<file path="config.mk">
export PLATFORM = sky130hd
export DESIGN_NAME = frame_minmax
export DESIGN_NICKNAME = d
export VERILOG_FILES = /design/src/rtl/frame_minmax.sv
export SDC_FILE = /design/constraint.sdc
export NUM_CORES = 1
export LEC_CHECK = 0
export ABC_AREA = 1
export BUFFER_PORTS_ARGS = -buffer_cell sky130_fd_sc_hd__clkbuf_2
export CORE_UTILIZATION = 55
export CTS_CLUSTER_DIAMETER = 40
export CTS_CLUSTER_SIZE = 14
export DETAILED_ROUTE_END_ITERATION = 10
export PLACE_DENSITY_LB_ADDON = 0.2
export SLEW_MARGIN = 15
export SYNTH_ARGS = -nofsm -noshare
export SYNTH_HDL_FRONTEND = slang
export SYNTH_SLANG_ARGS = --single-unit
</file>
<file path="constraint.sdc">
create_clock -name clk -period 2.6 [get_ports clk]
set_input_delay 0.13 -clock clk [delete_from_list [all_inputs] [get_ports clk]]
set_output_delay 0.13 -clock clk [all_outputs]
set_load 0.005 [all_outputs]
</file>
<file path="src/rtl/frame_minmax.sv">
// frame_minmax: streaming signed min/max/count tracker.
//
// Consumes N-bit two's-complement samples on a valid/ready handshake and
// produces one result per frame (frames end on the sample with in_last).
// Two slt units supply the signed "new minimum" / "new maximum" decisions.
//
// Ports:
//   clk        rising-edge clock
//   rst        asynchronous active-low reset
//   clear      synchronous abort of the current frame and any pending result
//   in_valid   sample present
//   in_ready   block accepts a sample this cycle (high while accumulating)
//   in_data    signed sample
//   in_last    accepted sample closes the frame
//   out_valid  frame result available (high while reporting)
//   out_ready  downstream takes the result
//   out_min    signed minimum of the frame
//   out_max    signed maximum of the frame
//   out_count  samples in the frame, saturating at 2^COUNT_W-1

// slt: combinational full-width signed less-than, lt = (a < b).
module slt #(
  parameter int N = 32
) (
  input  logic [N-1:0] a,
  input  logic [N-1:0] b,
  output logic         lt
);

  assign lt = ($signed(a) < $signed(b));

endmodule

module frame_minmax #(
  parameter int N       = 32,
  parameter int COUNT_W = 16
) (
  input  logic               clk,
  input  logic               rst,
  input  logic               clear,
  input  logic               in_valid,
  output logic               in_ready,
  input  logic [N-1:0]       in_data,
  input  logic               in_last,
  output logic               out_valid,
  input  logic               out_ready,
  output logic [N-1:0]       out_min,
  output logic [N-1:0]       out_max,
  output logic [COUNT_W-1:0] out_count
);

  typedef enum logic {
    S_ACCUM  = 1'b0,
    S_REPORT = 1'b1
  } state_t;

  state_t             state_q, state_d;
  logic               first_q, first_d;
  logic [N-1:0]       min_q, min_d;
  logic [N-1:0]       max_q, max_d;
  logic [COUNT_W-1:0] count_q, count_d;

  logic accept;
  logic release_res;
  logic new_min;
  logic new_max;
  logic count_full;

  // Candidate-minimum compare: sample strictly below the running minimum.
  slt #(.N(N)) u_slt_min (
    .a  (in_data),
    .b  (min_q),
    .lt (new_min)
  );

  // Candidate-maximum compare: running maximum strictly below the sample.
  slt #(.N(N)) u_slt_max (
    .a  (max_q),
    .b  (in_data),
    .lt (new_max)
  );

  assign in_ready    = (state_q == S_ACCUM);
  assign out_valid   = (state_q == S_REPORT);
  assign accept      = in_valid && in_ready;
  assign release_res = out_valid && out_ready;
  assign count_full  = (count_q == {COUNT_W{1'b1}});

  assign out_min   = min_q;
  assign out_max   = max_q;
  assign out_count = count_q;

  // Next-state logic. The result registers double as the running
  // accumulators; they are only touched by an accept, so they stay stable
  // while a result waits in S_REPORT (in_ready is low there).
  always_comb begin
    state_d = state_q;
    first_d = first_q;
    min_d   = min_q;
    max_d   = max_q;
    count_d = count_q;

    if (clear) begin
      // Abort dominates any accept or release in the same cycle; min/max
      // are deliberately held.
      state_d = S_ACCUM;
      first_d = 1'b1;
      count_d = '0;
    end else begin
      if (accept) begin
        if (first_q) begin
          min_d   = in_data;
          max_d   = in_data;
          count_d = {{(COUNT_W-1){1'b0}}, 1'b1};
          first_d = 1'b0;
        end else begin
          if (new_min) begin
            min_d = in_data;
          end
          if (new_max) begin
            max_d = in_data;
          end
          if (!count_full) begin
            count_d = count_q + {{(COUNT_W-1){1'b0}}, 1'b1};
          end
        end
        if (in_last) begin
          state_d = S_REPORT;
          first_d = 1'b1;
        end
      end
      if (release_res) begin
        state_d = S_ACCUM;
      end
    end
  end

  // State and result registers.
  always_ff @(posedge clk or negedge rst) begin
    if (!rst) begin
      state_q <= S_ACCUM;
      first_q <= 1'b1;
      min_q   <= '0;
      max_q   <= '0;
      count_q <= '0;
    end else begin
      state_q <= state_d;
      first_q <= first_d;
      min_q   <= min_d;
      max_q   <= max_d;
      count_q <= count_d;
    end
  end

endmodule

</file>
# == Yosys cells after proc, flatten, opt, wreduce, memory -nomap -nowiden ==
# Index checks and enable logic that the tools add are counted.
# W data, S select, Z words.
# totals
regBits,82
input_bits,38
wordCells,38
# op_classes
magnitude_cmp,2
n_mux,15
n_eq_ne,2
n_reduce_logical,11
bitwise,2
add_sub_neg,1
# ops
op,count
$mux W32,4
$lt A32 B32 Y1,2
$mux W16,4
$add A16 B1 Y16 const B,1
$eq A16 B16 Y1 const B,1
$mux W1,7
$reduce_and A3 Y1,2
$reduce_bool A2 Y1,3
$reduce_bool A3 Y1,2
$reduce_and A2 Y1,2
$ne A3 B3 Y1 const B,1
$logic_and A1 B1 Y1,2
$not A1 Y1,2

# == Longest topological paths before layout ==
# logic_depth
depth_word,5
depth_mapped,18

# == Modules after synthesis ==
# Synthesis repeated with hierarchy kept, for this count alone.
# hier_totals
cells_unflattened,673
area_unflattened_um2,5170.0
# by_module_without_submodules
module,cells_per_inst,instances,area_each_um2
frame_minmax,403,1,3493.4
slt,135,2,838.3

# == Worst setup path before layout ==
# Ideal clock, no wire load.
# synth_timing
path_kind,register -> register
startpoint,register max_q[5] (netlist: out_max[5])
endpoint,register max_q[17] (netlist: out_max[17])
arrival_time_ns,1.757
path_stages_with_launch,15
path_buffers,1
required_time_ns,2.483
path_slack_ns,0.726
setup_ns,0.117
path_cell_list,dfrtp_1 -> ha_1 -> a21oi_1 -> nor2_1 -> nor3_1 -> nand2_1 -> nand2_1 -> nand2_1 -> nand2_1 -> nand3_1 -> nand3_4 -> nand2_8 -> buf_12 -> nand2_2 -> nand2_1
# synth_between
elab_chain_len,3
# synth_lines
element,line_no,text
start: declaration,60,"logic [N-1:0] max_q, max_d;"
start signal: assignment,150,max_q <= max_d;
$lt A32 B32 Y1,30,assign lt = ($signed(a) < $signed(b));
$reduce_bool A2 Y1 (no line),-,
$reduce_and A3 Y1 (no line),-,
# No other way between the ends.
# A chain may end at the register's enable or synchronous reset.

# == Worst setup path after layout ==
# layout_timing
startpoint,register max_q[5] (netlist: out_max[5])
endpoint,register max_q[26] (netlist: out_max[26])
# The elaborated chain is that of the path after synthesis.

==> impl_metrics.ini <==
[clock_tree]
path_clk_slew_ps = 90
htreeDepth = 3
cts_sinks = 82
root_buffer = clkbuf_8
cts_tree = done
cts_buffers = 9
cts_buffer_depth = 2
clk_latency_ps = 360

[placed_design]
dp_slack_ps = 284
dp_cells = 917
gp_congestion = 0.848
numPortBuffers = 119
place_hpwl_um = 9290
placed_area_um2 = 5980

[floorplanning]
die_w_um = 101
placementRows = 35
io_pins = 120
initial_utilization_pct = 57.4
die_y_um = 101
core_area_um2 = 9330
die_area_um2 = 10100

[layout]
multi_input_area_um2 = 2760
drive_gt1_share_pct = 23.7
seq_area_um2 = 2050
finish.utilization_pct = 66.7
fin_cells = 935
fill_cells = 824
layout.nets = 902
fin_area_um2 = 6220
areaGrowthSynthToFinish_pct = 16.1
n_antenna_cell = 0

[worst_setup_path]
crit_family = simple AND/OR/NAND/NOR gates
crit_path_frequent_cell = nand2_1
path_cells = ha_1, a21oi_1, nor2_1, nor3_1, nand2_1, nand2_1, nand2_1, nand2_1, nand3_1, nand3_4, buf_4, nand3_1, nand2_1
rr_endpoint = out_max[26]
r2r_setup_slack_ps = 260
crit_path_start = out_max[5]
reg2reg_from = out_max[5]
cp_slowest_stage_delay_ps = 420
critPathMaxFanout = 24
cp.required_ps = 2890
cp.depth = 13
slowest_stage = dfrtp_1
worstPathArrival_ps = 2620
critPathKind = flip-flop to flip-flop
r2r_cells = 13
cp_num_buf_inv = 1
cp-end-kind = flip-flop
cp-start-kind = flip-flop

[worst_hold_path]
hold_start = clear
min_to = out_valid
holdPathStages = 2
worstHoldPathType = input pin to flip-flop

[grt]
grt_pass1_wl_um = 20500
grt_pass1_vias = 4520
grtUsageTotal_pct = 25.6
grt_max_degree = 83
overflow = 0
antenna_found_initial = 0

[synth]
synth_compound_area_share_pct = 5.93
ys_types = 35
synth_xor_area_share_pct = 0.490
synth_nets = 785
ys_ff_latch = 82
netlist_area_um2 = 5360
yosysSeqAreaShare_pct = 38.3
synthAdderAreaFrac_pct = 14.7
synth_top_family_by_area = simple AND/OR/NAND/NOR gates
synth_mux_area_share_pct = 0
syn_inst = 684
synthSimpleGateAreaFrac_pct = 30.1
yosys_warnings = 0
avgSynthCellArea_um2 = 7.83

[sta]
tns_ps = 0
fin_crit_ps = 2340
slew_headroom_pct = 30.2
setup_ws_ps = 264
rsz0062_at_grt = false
slew_viol_final = 0
hold_ws_ps = 16.0
worst_pin_slew_ps = 1050
skew_ps = 15.5
min_period_over_period_pct = 89.8
hold_violations = 0
setup_viol = 0
max_freq_mhz = 428

[pwr]
sequentialPowerShare_pct = 42.8
p_leak_nw = 3.53
p_sw_mw = 1.52
p_int_mw = 2.58
combPwrFrac_pct = 34.4
power_density_nw_per_um2 = 659
power_mw = 4.10
sw_frac_of_total_pct = 37.0
ir_worst_vdd_v = 0.000408
power.share.clock_pct = 22.8

[run_status]
status = complete, no violations

[routing]
drt-initial-drc-count = 197
wl_per_cell_um = 13.3
vias = 4819
drcViolationCount = 0
vias_per_cell = 5.15
dr.pass1.iters = 4
wl_um = 12400
postRouteAntennaNets = 0

[flow_run]
cap_viol_max_count = 0
per-layer routing:
| metal | vias to the layer above | part of all wire [%] | track usage (%) |
|---|---|---|---|
| met3 | 13 | 4.8 | 4.65 |
| met1 | 2270 | 47 | 34.2 |
| li1 | 2427 | - | - |
| met4 | 0 | 1.2 | 8.14 |
| met5 | - | 0 | 0 |
| met2 | 109 | 48 | 42.3 |
registers in the layout (all words and copies together) (netlist names):
name,flops
out_valid,1
out_max,32
out_min,32
first_q,1
out_count,16
cell families (layout without fill, tap and decap cells):
kind of cell	Yosys count	count (layout)
flip-flops	82	82
adder cells (fa/ha/maj)	63	63
AND/OR/NAND/NOR	351	351
AO/OA/AOI/OAI	62	62
buffers and inverters	123	245
XOR/XNOR	3	3
placed cells by master, fill, tap and decap left out, types with 3 or more instances in the layout:
| cell | netlist | routed |
|---|---|---|
| nand2_1 | 179 | 179 |
| clkbuf_2 | 0 | 118 |
| inv_1 | 99 | 99 |
| dfrtp_1 | 81 | 81 |
| nand3_1 | 76 | 76 |
| ha_1 | 63 | 63 |
| a21oi_1 | 38 | 38 |
| nand2_2 | 35 | 35 |
| nor2_1 | 30 | 30 |
| o21ai_0 | 14 | 14 |
| nor3_1 | 12 | 12 |
| clkbuf_8 | 0 | 10 |
| nand4_1 | 6 | 6 |
| o21ai_1 | 6 | 6 |
| buf_4 | 4 | 5 |
| nor2_2 | 4 | 4 |
| inv_2 | 3 | 3 |
| xor2_1 | 3 | 3 |
| clkinv_2 | 1 | 3 |
area by class of cell:
cell class,count,share of cell area [%]
repair buffers,126,10.6
clock inverters,5,0.885
multi-input cells,479,44.4
clock buffers,11,2.27
flip-flops and latches,82,33.0
well taps,129,2.60
inverters,103,6.24
power groups by stage:
stage          Combinational (mW)  Sequential [mW]  Clock [mW]
3_3_place_gp                 1.34             1.77           0
4_1_cts                      1.41             1.75       0.953
6_report                     1.41             1.76       0.934
5_1_grt                      1.63             1.79        1.01
3_5_place_dp                 1.40             1.78           0
2_1_floorplan               0.879             1.75           0
synthesized netlist by cell type, drive strengths merged:
cell type | n | share of area (%)
nand2 | 216 | 17
xor2 | 3 | 0.49
nand3 | 78 | 7.6
dfstp | 1 | 0.49
nor4 | 2 | 0.35
nor3 | 12 | 1.1
a31oi | 2 | 0.23
dfrtp | 81 | 38
or2 | 1 | 0.12
nand4 | 6 | 0.70
buf | 16 | 2.8
a21oi | 38 | 3.5
o211ai | 1 | 0.14
clkbuf | 4 | 0.35
clkinv | 1 | 0.093
o21ai | 20 | 1.9
o21a | 1 | 0.14
nor2 | 36 | 3.0
ha | 63 | 15
inv | 102 | 7.1
worst max path at each step:
stage                        endpoint
after floorplan           out_max[17]
after CTS                 out_min[20]
after global placement    out_max[14]
after detailed placement   out_min[1]
after global routing       out_min[5]
final                     out_max[26]
repair_timing:
item / 4_1_cts / 5_1_grt
hold endpoints to repair: 35 / 0
gates resized for setup: 0 / 3
hold buffers: 2 / 0
setup endpoints to repair: 0 / 32
buffers inserted: 0 / 0
Power figures use the tool's default switching activity.
